## src/rtl/keypad_entry_buffer.sv

```systemverilog
// Keypad entry buffer: gathers keypad digits into an N-digit store and drives
// per-digit segment codes in plain, masked or positional-fill display modes.
module keypad_entry_buffer #(
    parameter int unsigned NUM_DIGITS = 4,
    parameter int unsigned KEY_W      = 5,
    parameter logic [3:0]  MASK_CODE  = 4'd10,
    parameter logic [3:0]  PLACE_CODE = 4'd13,
    parameter logic [3:0]  BLANK_CODE = 4'd15,
    localparam int unsigned CNT_W     = $clog2(NUM_DIGITS + 1)
) (
    input  logic                    clk,
    input  logic                    rst,
    input  logic                    key_ready,
    input  logic [KEY_W-1:0]        keycode,
    input  logic [1:0]              mode,
    output logic [4*NUM_DIGITS-1:0] seg_data,
    output logic [4*NUM_DIGITS-1:0] entry_value,
    output logic [CNT_W-1:0]        digit_count,
    output logic                    full,
    output logic                    entry_done,
    output logic                    key_reject
);

    localparam logic [1:0] StEmpty  = 2'd0;
    localparam logic [1:0] StEntry  = 2'd1;
    localparam logic [1:0] StFull   = 2'd2;
    localparam logic [1:0] StLocked = 2'd3;

    localparam logic [1:0] ModePlain = 2'd0;
    localparam logic [1:0] ModeMask  = 2'd1;
    localparam logic [1:0] ModePos   = 2'd2;

    localparam logic [CNT_W-1:0] CntMax = CNT_W'(NUM_DIGITS);

    logic                         key_ready_q;
    logic [1:0]                   state_q, state_d;
    logic [1:0]                   amode_q, amode_d;
    logic [CNT_W-1:0]             count_q, count_d;
    logic [NUM_DIGITS-1:0][3:0]   store_q, store_d;
    logic [NUM_DIGITS-1:0][3:0]   seg_q, seg_d;
    logic                         done_q, done_d;
    logic                         reject_q, reject_d;

    logic        key_event;
    logic [31:0] key_val;
    logic [3:0]  digit;
    logic [1:0]  norm_mode;
    logic [1:0]  use_mode;
    logic [CNT_W-1:0] cnt_dec;
    logic        is_digit, is_clear, is_bksp, is_enter;
    logic        can_edit;

    assign key_event = key_ready_q & ~key_ready;
    assign key_val   = 32'(keycode);
    assign digit     = key_val[3:0];
    assign is_digit  = (key_val < 32'd10);
    assign is_clear  = (key_val == 32'd16);
    assign is_bksp   = (key_val == 32'd17);
    assign is_enter  = (key_val == 32'd18);
    assign norm_mode = (mode == 2'b11) ? ModePlain : mode;
    assign cnt_dec   = count_q - CNT_W'(1);
    assign can_edit  = (state_q == StEntry) || (state_q == StFull);
    // The display mode is only taken from the input on the first digit of an entry.
    assign use_mode  = (state_q == StEmpty) ? norm_mode : amode_q;

    always_comb begin
        state_d  = state_q;
        amode_d  = amode_q;
        count_d  = count_q;
        store_d  = store_q;
        done_d   = 1'b0;
        reject_d = 1'b0;

        if (key_event) begin
            if (is_clear) begin
                state_d = StEmpty;
                amode_d = ModePlain;
                count_d = '0;
                store_d = '0;
            end else if (is_digit) begin
                if ((state_q == StEmpty) || (state_q == StEntry)) begin
                    amode_d = use_mode;
                    if (use_mode == ModePos) begin
                        for (int unsigned i = 0; i < NUM_DIGITS; i++) begin
                            if (CNT_W'(i) == count_q) store_d[i] = digit;
                        end
                    end else begin
                        for (int unsigned i = 1; i < NUM_DIGITS; i++) begin
                            store_d[i] = store_q[i-1];
                        end
                        store_d[0] = digit;
                    end
                    count_d = count_q + CNT_W'(1);
                    state_d = (count_d == CntMax) ? StFull : StEntry;
                end else begin
                    reject_d = 1'b1;
                end
            end else if (is_bksp) begin
                if (can_edit) begin
                    if (amode_q == ModePos) begin
                        for (int unsigned i = 0; i < NUM_DIGITS; i++) begin
                            if (CNT_W'(i) == cnt_dec) store_d[i] = 4'd0;
                        end
                    end else begin
                        for (int unsigned i = 0; i + 1 < NUM_DIGITS; i++) begin
                            store_d[i] = store_q[i+1];
                        end
                        store_d[NUM_DIGITS-1] = 4'd0;
                    end
                    count_d = cnt_dec;
                    if (cnt_dec == '0) begin
                        state_d = StEmpty;
                        amode_d = ModePlain;
                    end else begin
                        state_d = StEntry;
                    end
                end else begin
                    reject_d = 1'b1;
                end
            end else if (is_enter) begin
                if (can_edit) begin
                    done_d  = 1'b1;
                    state_d = StLocked;
                end else begin
                    reject_d = 1'b1;
                end
            end
        end
    end

    // Display is built from the registered store, so it trails the store by one cycle.
    always_comb begin
        seg_d = '0;
        for (int unsigned i = 0; i < NUM_DIGITS; i++) begin
            if (CNT_W'(i) < count_q) begin
                seg_d[i] = (amode_q == ModeMask) ? MASK_CODE : store_q[i];
            end else begin
                seg_d[i] = (amode_q == ModePos) ? PLACE_CODE : BLANK_CODE;
            end
        end
    end

    always_ff @(posedge clk or posedge rst) begin
        if (rst) begin
            key_ready_q <= 1'b0;
            state_q     <= StEmpty;
            amode_q     <= ModePlain;
            count_q     <= '0;
            store_q     <= '0;
            seg_q       <= {NUM_DIGITS{BLANK_CODE}};
            done_q      <= 1'b0;
            reject_q    <= 1'b0;
        end else begin
            key_ready_q <= key_ready;
            state_q     <= state_d;
            amode_q     <= amode_d;
            count_q     <= count_d;
            store_q     <= store_d;
            seg_q       <= seg_d;
            done_q      <= done_d;
            reject_q    <= reject_d;
        end
    end

    assign seg_data    = seg_q;
    assign entry_value = store_q;
    assign digit_count = count_q;
    assign full        = (count_q == CntMax);
    assign entry_done  = done_q;
    assign key_reject  = reject_q;

endmodule

```

## config.mk

```make
export PLATFORM = sky130hd
export DESIGN_NAME = keypad_entry_buffer
export DESIGN_NICKNAME = d
export VERILOG_FILES = /design/src/rtl/keypad_entry_buffer.sv
export SDC_FILE = /design/constraint.sdc
export NUM_CORES = 1
export LEC_CHECK = 0
export ABC_AREA = 1
export BUFFER_PORTS_ARGS = -buffer_cell sky130_fd_sc_hd__buf_4
export CAP_MARGIN = 20
export CORE_MARGIN = 8
export CORE_UTILIZATION = 50
export DETAILED_ROUTE_END_ITERATION = 10
export GPL_ROUTABILITY_DRIVEN = 0
export PLACE_DENSITY = 0.74
export SYNTH_ARGS = -nofsm -noshare
export SYNTH_HDL_FRONTEND = slang
export SYNTH_SLANG_ARGS = --single-unit
```

## constraint.sdc

```tcl
create_clock -name clk -period 1.65 [get_ports clk]
set_input_delay 0.33 -clock clk [delete_from_list [all_inputs] [get_ports clk]]
set_output_delay 0.33 -clock clk [all_outputs]
set_load 0.03 [all_outputs]
```

# Word-level counts from Yosys, hierarchy flattened
# Index checks and enable logic that the tools add are counted.
totals:
  register_bits: 42
  input_bits: 10
  out_inout_bits: 38
  wordCells: 124
op_classes:
  n_addsub: 2
  order_cmp: 5
  eq_ne: 26
  n_mux: 59
  bitwise_logic: 2
  n_reduce_logical: 16
ops:
  columns: ["op", "n"]
  rows:
  - ["$mux 16", 7]
  - ["$mux 4", 16]
  - ["$mux 2", 17]
  - ["$reduce_and 6->1", 4]
  - ["$ne 4x3->1 const B", 4]
  - ["$ne 4x4->1 const B", 4]
  - ["$eq 5x5->1 const B", 3]
  - ["$mux 3", 5]
  - ["$mux 1", 14]
  - ["$eq 2x3->1 const A", 4]
  - ["$reduce_bool 3->1", 3]
  - ["$eq 2x2->1 const B", 4]
  - ["$reduce_and 4->1", 2]
  - ["$eq 1x3->1 const A", 2]
  - ["$eq 3x3->1 const B", 2]
  - ["$logic_not 3->1", 2]
  - ["$lt 1x3->1 const A", 2]
  - ["$lt 2x3->1 const A", 2]
  - ["$lt 5x4->1 const B", 1]
  - ["$reduce_and 5->1", 1]
  - ["$eq 2x1->1 const B", 2]
  - ["$reduce_bool 4->1", 1]
  - ["$add 3x1->3 const B", 1]
  - ["$ne 3x1->1 const B", 1]
  - ["other kinds (5)", 6]

# Depth between registers and ports, before layout
# Gate-level depths: netlist of run 1.
logic_depth:
  word_depth: 8
  mapped_depth: 13
  ltp_nobuf: 13

# Worst setup path before layout of run 1
# Ideal clock, no wire load.
synth_timing:
  kind: "reg2reg"
  start: "reg count_q[0] (netlist: digit_count[0])"
  end: "reg store_q, in the netlist entry_value[3]"
  setup_ns: 0.118
  arrival_ns: 1.733
  required_ns: 1.532
  path_slack_ns: -0.201
  path_stages_with_launch: 13
  path_buffers: 0
  period_less_slack_ns: 1.851
  cell_sequence: "dfrtp_1 > inv_1 > ha_1 > nand2_1 > nand2_1 > inv_1 > nand2_1 > nand2_1 > nor2_1 > nor2_2 > nand2_1 > nand2_1 > nand2_1"
synth_between:
  elab_chain_len: 4
  elab_cells_between_ends: 6
  cone_classes: "1 x add/sub; 2 x eq/ne; 3 x reduce/logical"
synth_rtl:
  columns: ["element", "line", "rtl"]
  rows:
  - ["from (decl)", "38", "logic [CNT_W-1:0] count_q, count_d;"]
  - ["from (signal assigned)", "157", "count_q <= count_d;"]
  - ["$sub 3x1->3", "61", "assign cnt_dec = count_q - CNT_W'(1);"]
  - ["$logic_not 3->1", "102", "if (CNT_W'(i) == cnt_dec) store_d[i] = 4'd0;"]
  - ["$ne 4x4->1 (no line)", null, null]
  - ["$reduce_and 6->1 (no line) *", null, null]
  - ["to (signal assigned)", "158", "store_q <= store_d;"]
  - ["to (decl)", "39", "logic [NUM_DIGITS-1:0][3:0] store_q, store_d;"]
# Mark *: on every way between the ends. The rest lies on a longest branch, timed or not.
# A chain may end at the register's enable or synchronous reset.

# Worst setup path after layout of run 1
layout_timing:
  start: "reg state_q[0]"
  end: "reg store_q, in the netlist entry_value[7]"
layout_between:
  elab_chain_len: 7
  elab_cells_between_ends: 15
  cone_classes: "5 x eq/ne; 5 x mux; 5 x reduce/logical"
layout_rtl:
  columns: ["element", "line", "rtl"]
  rows:
  - ["from (decl)", "36", "logic [1:0] state_q, state_d;"]
  - ["from (signal assigned)", "146", "state_q <= StEmpty;"]
  - ["from (signal assigned)", "155", "state_q <= state_d;"]
  - ["$logic_not 2->1", "64, 81", null]
  - ["$mux 2", "64", "assign use_mode = (state_q == StEmpty) ? norm_mode : amode_q;"]
  - ["$eq 2x2->1", "83", "if (use_mode == ModePos) begin"]
  - ["$mux 16", "83", null]
  - ["$mux 16", "81", "if ((state_q == StEmpty) || (state_q == StEntry)) begin"]
  - ["$mux 16", "80", "end else if (is_digit) begin"]
  - ["$mux 16", "75", "if (is_clear) begin"]
# Several ways; a longest one is shown, not always the timed one. The select of a mux whose other input is x is not followed.

==> summary.md, run 1 <==
| Metric | Value |
|---|---|
| Die span in x | `86.14 um` |
| Vias in the first global route | `2,420` |
| Setup ws final | `-34.58 ps` |
| Critical R2R Launch | `state_q[0]` |
| Worst-path maximum fanout | `6` |
| # setup viols final | `5` |
| DP Wirelength | `5403 um` |
| Setup CP Type | `flip-flop to flip-flop` |
| Global-route usage over all layers | `0.2071` |
| Sequential area share after synthesis | `0.4354` |
| Fin cells | `487` |
| CP Launch Point | `state_q[0]` |
| Syn nets | `349` |
| Area grow syn2layout | `44.56%` |
| Worst-Margin Slew | `513.0 ps` |
| Post-synthesis cell count | `329` |
| Number of diodes | `0` |
| Post-synth top area share | `0.2645` |
| Startpoint Class | `flip-flop` |
| Area contributors post-synth | `dfrtp_1 (26%), nand2_1 (19%), dfstp_2 (17%)` |
| Hold Path Origin | `key_ready` |
| Initial antenna violation count | `0` |
| CP Data Required Time | `1900 ps` |
| Highest-count cells in the layout ignoring fill and taps | `nand2_1 (109), buf_4 (80), dfrtp_1 (24), nand3_1 (23), inv_1 (20)` |
| Ratio of cells with drive above 1 in the final layout | `0.4381` |
| Min Hold Slack | `144.8 ps` |
| Max-Cap Viols | `0` |
| Area of the multi-input gates | `1446 um2` |
| CTS sink cnt | `42` |
| Detailed Routing Iterations Pass 1 | `5` |
| Fin util | `0.7528` |
| Final clock period utilization by the worst path | `1.021` |
| Ports | `48` |
| Failing checks | `setup timing` |
| DR iter-0 viols | `241` |
| Via Count | `2,612` |
| Synth warn | `0` |
| Routed WL | `7662 um` |
| Dpl cells | `469` |
| DRC viols | `0` |
| PD cells | `1964 nW/um2` |
| Worst-Skew Late Latency | `300 ps` |
| Buffers added on ports | `47` |
| Worst slew margin | `0.6580` |
| Reg2reg path depth | `12` |
| Vias/cell | `5.363` |
| Die area | `7420 um2` |
| Core area | `4723 um2` |
| FF+latch area | `1074 um2` |
| Final Hold Violating Endpoints | `0` |
| TritonCTS Buffers | `5` |
| Wire per inst | `15.73 um` |
| Setup crit end kind | `flip-flop` |
| FF+latch count, synth | `42` |
| WHS Path Cells | `1` |
| Commonest non-fill, non-tap cell in the layout | `nand2_1` |
| Die Height | `86.14 um` |
| RSZ-0062 raised after global routing | `true` |
| Final #Nets | `439` |
| Hold Crit Class | `input port to flip-flop` |
| Worst IR Drop VDD | `1.027 mV` |
| Min Tclk post-route | `1685 ps` |
| Status | `finished with violations` |
| Clock Skew | `7.092 ps` |
| Clock root buffer | `clkbuf_8` |
| Cell area after synthesis | `2460 um2` |
| Row count | `25` |
| Initial Util | `0.5208` |
| Final antenna-violating net count | `0` |
| Final slew viol count | `0` |
| Worst slack at placement | `-65.27 ps` |
| Design Power | `6984 uW` |
| Syn_area_per_cell | `7.477 um2` |
| Lkg Pwr | `0.001811 uW` |
| CTS tree | `yes` |
| Max Root-Sink Buffers | `2` |
| Global-route wire length before repair | `12,150 um` |
| Clock slew at reported path FFs | `90 ps` |
| Fmax | `593.6 MHz` |
| Dominant cell type by area after synthesis | `dfrtp_1` |
| Data arrival time of the critical path | `1930 ps` |
| Total global routing overflow | `0` |
| Filler cells | `333` |
| H-tree depth | `2` |
| Synth unique cells | `28` |
| Largest net degree at the start of global routing | `43` |
==> cells in the mapped netlist <==
cell type  number
nand4_1         3
nor2_4          2
nor3_2          2
a21oi_1        10
nand3_1        36
inv_1          29
nor2_1         18
nand2_2         7
clkbuf_1        1
buf_6           1
o21ai_1         4
nor2_2          2
o22ai_1         3
o21ai_0        18
buf_4           2
nand2_4         1
ha_1           10
dfstp_2        16
dfrtp_1        26
a21oi_2         1
nand2_1       122
nor3_1          1
nand3_2         2
nand3_4         1
o21a_1          3
inv_2           4
buf_2           3
a21boi_0        1
==> layer usage <==
| metal | vias up | global-route usage | share of wire |
|---|---|---|---|
| met3 | 26 | 0.04011 | 0.081 |
| met4 | 0 | 0.07325 | 0.027 |
| li1 | 1230 | - | - |
| met1 | 1210 | 0.2650 | 0.41 |
| met2 | 146 | 0.3373 | 0.48 |
| met5 | - | 0 | 0 |
==> power by group <==
part / internal (uW) / switching [uW]
registers: 1600 / 336
logic: 1620 / 2610
clock network: 454 / 372
total: 3670 / 3320
==> worst paths after layout <==
kind | slack, ps | endpoint
worst max-delay path | -30 | entry_value[7]
max in group asynchronous | 1120 | digit_count[0]
min in group asynchronous | 150 | state_q[0]
worst max register to register | -30 | entry_value[7]
worst min-delay path | 140 | key_ready_q
worst min register to register | 510 | amode_q[0]
==> cell families after synthesis <==
kind of cell | synth area share
AO/OA/AOI/OAI | 0.08851
AND/OR/NAND/NOR | 0.3566
adder cells (fa/ha/maj) | 0.05086
flip-flops | 0.4354
buffers and inverters | 0.06866
==> through the flow <==
step / instance area [um2] / setup TNS [ps]
2_1_floorplan: 2462 / 0
3_3_place_gp: 3102 / -15.08
3_5_place_dp: 3102 / -329.2
4_1_cts: 3302 / 0
5_1_grt: 3556 / -1180
6_report: 3556 / -123.6
==> critical path, cell delays in order, from the launching register on <==
cell,delay [ps]
dfrtp_1,400
inv_2,90
ha_4,190
inv_4,60
nand2_4,80
nand2_4,70
buf_6,140
nand3_2,70
nor2_2,40
nor2_2,170
buf_4,160
nand3_1,90
nand2_1,80
==> flip-flops by register name (all words and copies together) (netlist names) <==
signal / cells
digit_count: 3
state_q: 2
seg_data: 16
key_reject: 1
entry_value: 16
entry_done: 1
amode_q: 2
key_ready_q: 1
==> final cells by class <==
class | count | area share
clock buffers | 5 | 0.01935
multi-input cells | 247 | 0.4068
inverters | 33 | 0.03554
flip-flops and latches | 42 | 0.3019
clock inverters | 3 | 0.01232
well taps | 67 | 0.02357
repair buffers | 90 | 0.2006
==> repair_timing <==
| item | in CTS | in global routing |
|---|---|---|
| setup buffers | 4 | 6 |
| pin swaps | 5 | 30 |
| setup endpoints to repair | 13 | 20 |
| hold buffers | 0 | 0 |
| resized for setup | 17 | 56 |
Note: power is estimated with default switching activity, not from simulation.
==> run 2, diff against run 1 <==
--- a/config.mk
+++ b/config.mk
@@ -9,10 +9,10 @@
 export BUFFER_PORTS_ARGS = -buffer_cell sky130_fd_sc_hd__buf_4
 export CAP_MARGIN = 20
 export CORE_MARGIN = 8
-export CORE_UTILIZATION = 50
+export CORE_UTILIZATION = 35
 export DETAILED_ROUTE_END_ITERATION = 10
 export GPL_ROUTABILITY_DRIVEN = 0
-export PLACE_DENSITY = 0.74
+export PLACE_DENSITY = 0.55
 export SYNTH_ARGS = -nofsm -noshare
 export SYNTH_HDL_FRONTEND = slang
 export SYNTH_SLANG_ARGS = --single-unit
==> run 2 against run 1 <==
The run now ends clean. Critical endpoint is now full. Cell area increased by 2.1%. Sequential share of layout area decreased by 0.62 points. Via count decreased by 4.6%. Largest power group unchanged.
==> summary.md, run 2 (synthesis results as in run 1) <==
| Metric | Value |
|---|---|
| Total global routing overflow | `0` |
| Data arrival time of the critical path | `1300 ps` |
| Fmax | `612.3 MHz` |
| Filler cells | `636` |
| Largest net degree at the start of global routing | `43` |
| Commonest non-fill, non-tap cell in the layout | `nand2_1` |
| CP top delay family | `flip-flops` |
| # setup viols final | `0` |
| Vias/cell | `4.765` |
| Worst-Skew Late Latency | `300 ps` |
| Buffers added on ports | `47` |
| # hold bufs at CTS | `0` |
| Hold Crit Class | `input port to async pin` |
| DP Wirelength | `5746 um` |
| Reg2reg path depth | `12` |
| RSZ-0062 raised after global routing | `true` |
| Max-Cap Viols | `0` |
| PD cells | `1898 nW/um2` |
| Worst-Margin Slew | `415.3 ps` |
| Global route hottest layer | `met2` |
| DRC viols | `0` |
| Global-route wire length before repair | `12,260 um` |
| Critical R2R Launch | `state_q[0]` |
| Design Power | `6890 uW` |
| Worst-path maximum fanout | `4` |
| Final antenna-violating net count | `0` |
| Setup crit end kind | `primary output` |
| Via Count | `2,492` |
| Final slew viol count | `0` |
| Final Hold Violating Endpoints | `0` |
| Clock root buffer | `clkbuf_8` |
| Startpoint Class | `flip-flop` |
| Status | `finished clean` |
| R2r endpoint | `entry_value[13]` |
| GR met2 Demand/Resource | `0.2494` |
| Setup ws final | `16.68 ps` |
| Number of diodes | `0` |
| R2R Setup Slk | `30 ps` |
| Slowest CP cell | `dfrtp_2` |
| Vias in the first global route | `2,424` |
| Wire per inst | `14.57 um` |
| Placed Area | `3223 um2` |
| Fin cells | `523` |
| Max Root-Sink Buffers | `2` |
| Lkg Pwr | `0.001834 uW` |
| Ratio of cells with drive above 1 in the final layout | `0.4496` |
| Final #Nets | `446` |
| Row count | `30` |
| Post-route cell area | `3631 um2` |
| Core area | `6794 um2` |
| Global-route usage over all layers | `0.1541` |
| Clock Skew | `19.49 ps` |
| Clock slew at reported path FFs | `90 ps` |
| Worst slew margin | `0.7228` |
| CTS sink cnt | `42` |
| Die area | `9967 um2` |
| H-tree depth | `2` |
| Highest-count cells in the layout ignoring fill and taps | `nand2_1 (107), buf_4 (86), nand3_1 (26), dfrtp_1 (24), inv_1 (20)` |
| Routed WL | `7618 um` |
| Slowest cell delay on critical path | `420 ps` |
| Buf/Inv on CP | `4` |
| DR iter-0 viols | `118` |
| Met1 Use GR | `0.1964` |
| Initial Util | `0.3621` |
| Min Tclk post-route | `1633 ps` |
| Final clock period utilization by the worst path | `0.9899` |
| Setup CP Type | `flip-flop to primary output` |
| Initial antenna violation count | `0` |
| Detailed Routing Iterations Pass 1 | `4` |
| Area grow syn2layout | `47.61%` |
| Critical path cell sequence | `inv_2 > buf_6 > ha_4 > nand2_2 > inv_2 > buf_6` |
| Met3 usage | `0.03114` |
| Dpl cells | `506` |
| CP Data Required Time | `1320 ps` |
| Worst IR Drop VDD | `1.025 mV` |
| Die Height | `99.84 um` |
| CTS tree | `yes` |
| Die span in x | `99.84 um` |
| Ports | `48` |
| TritonCTS Buffers | `5` |
| Worst slack at placement | `-32.32 ps` |
run 2: power by group:
group	internal, uW	leakage (uW)	switching [uW]
clock network	391	0.0000496	377
logic	1670	0.00128	2510
registers	1600	0.000508	336
total	3660	0.00183	3230
run 2: how the worst max path moves through the flow:
stage	start	to	slack, ps	cells after the start
finish	digit_count[1]	full	20	6
global route	digit_count[1]	entry_value[1]	-70	13
CTS	state_q[0]	entry_value[7]	-10	12
detailed placement	state_q[1]	entry_value[1]	-30	11
global placement	digit_count[0]	entry_value[3]	5	13
floorplan	digit_count[0]	entry_value[3]	2	12
run 2: final cells by class:
cell class / count / area [um2] / share of cell area
Sequential cell: 42 / 1074 / 0.2957
Multi-Input combinational cell: 247 / 1421 / 0.3915
Timing Repair Buffer: 97 / 787.0 / 0.2167
Inverter: 33 / 123.9 / 0.03411
Tap cell: 96 / 120.1 / 0.03308
Clock inverter: 1 / 7.507 / 0.002068
Clock buffer: 7 / 97.59 / 0.02688
run 2: timing repair:
| item | 4_1_cts | 5_1_grt |
|---|---|---|
| pin swaps | 3 | 23 |
| buffers inserted | 3 | 6 |
| setup endpoints to repair | 17 | 30 |
| gates resized for setup | 11 | 59 |
run 2: tightest hold or removal path: cells and delay by family:
family | cells | cell delay [ps]
buffers and inverters | 3 | 420
run 2: layer usage:
layer	wire [um]	vias up
met5	0	-
met4	189	0
met3	382	14
met2	3586	75
met1	3459	1156
li1	-	1247
run 2: metrics by stage:
| stage | setup TNS, ps | utilization | hold WS [ps] |
|---|---|---|---|
| floorplan | 0 | - | 361.4 |
| global placement | 0 | 0.4744 | 417.1 |
| detailed placement | -227.8 | 0.4744 | 422.2 |
| CTS | -13.33 | 0.4996 | 83.57 |
| global route | -817.3 | 0.5344 | 91.17 |
| finish | 0 | 0.5344 | 65.12 |
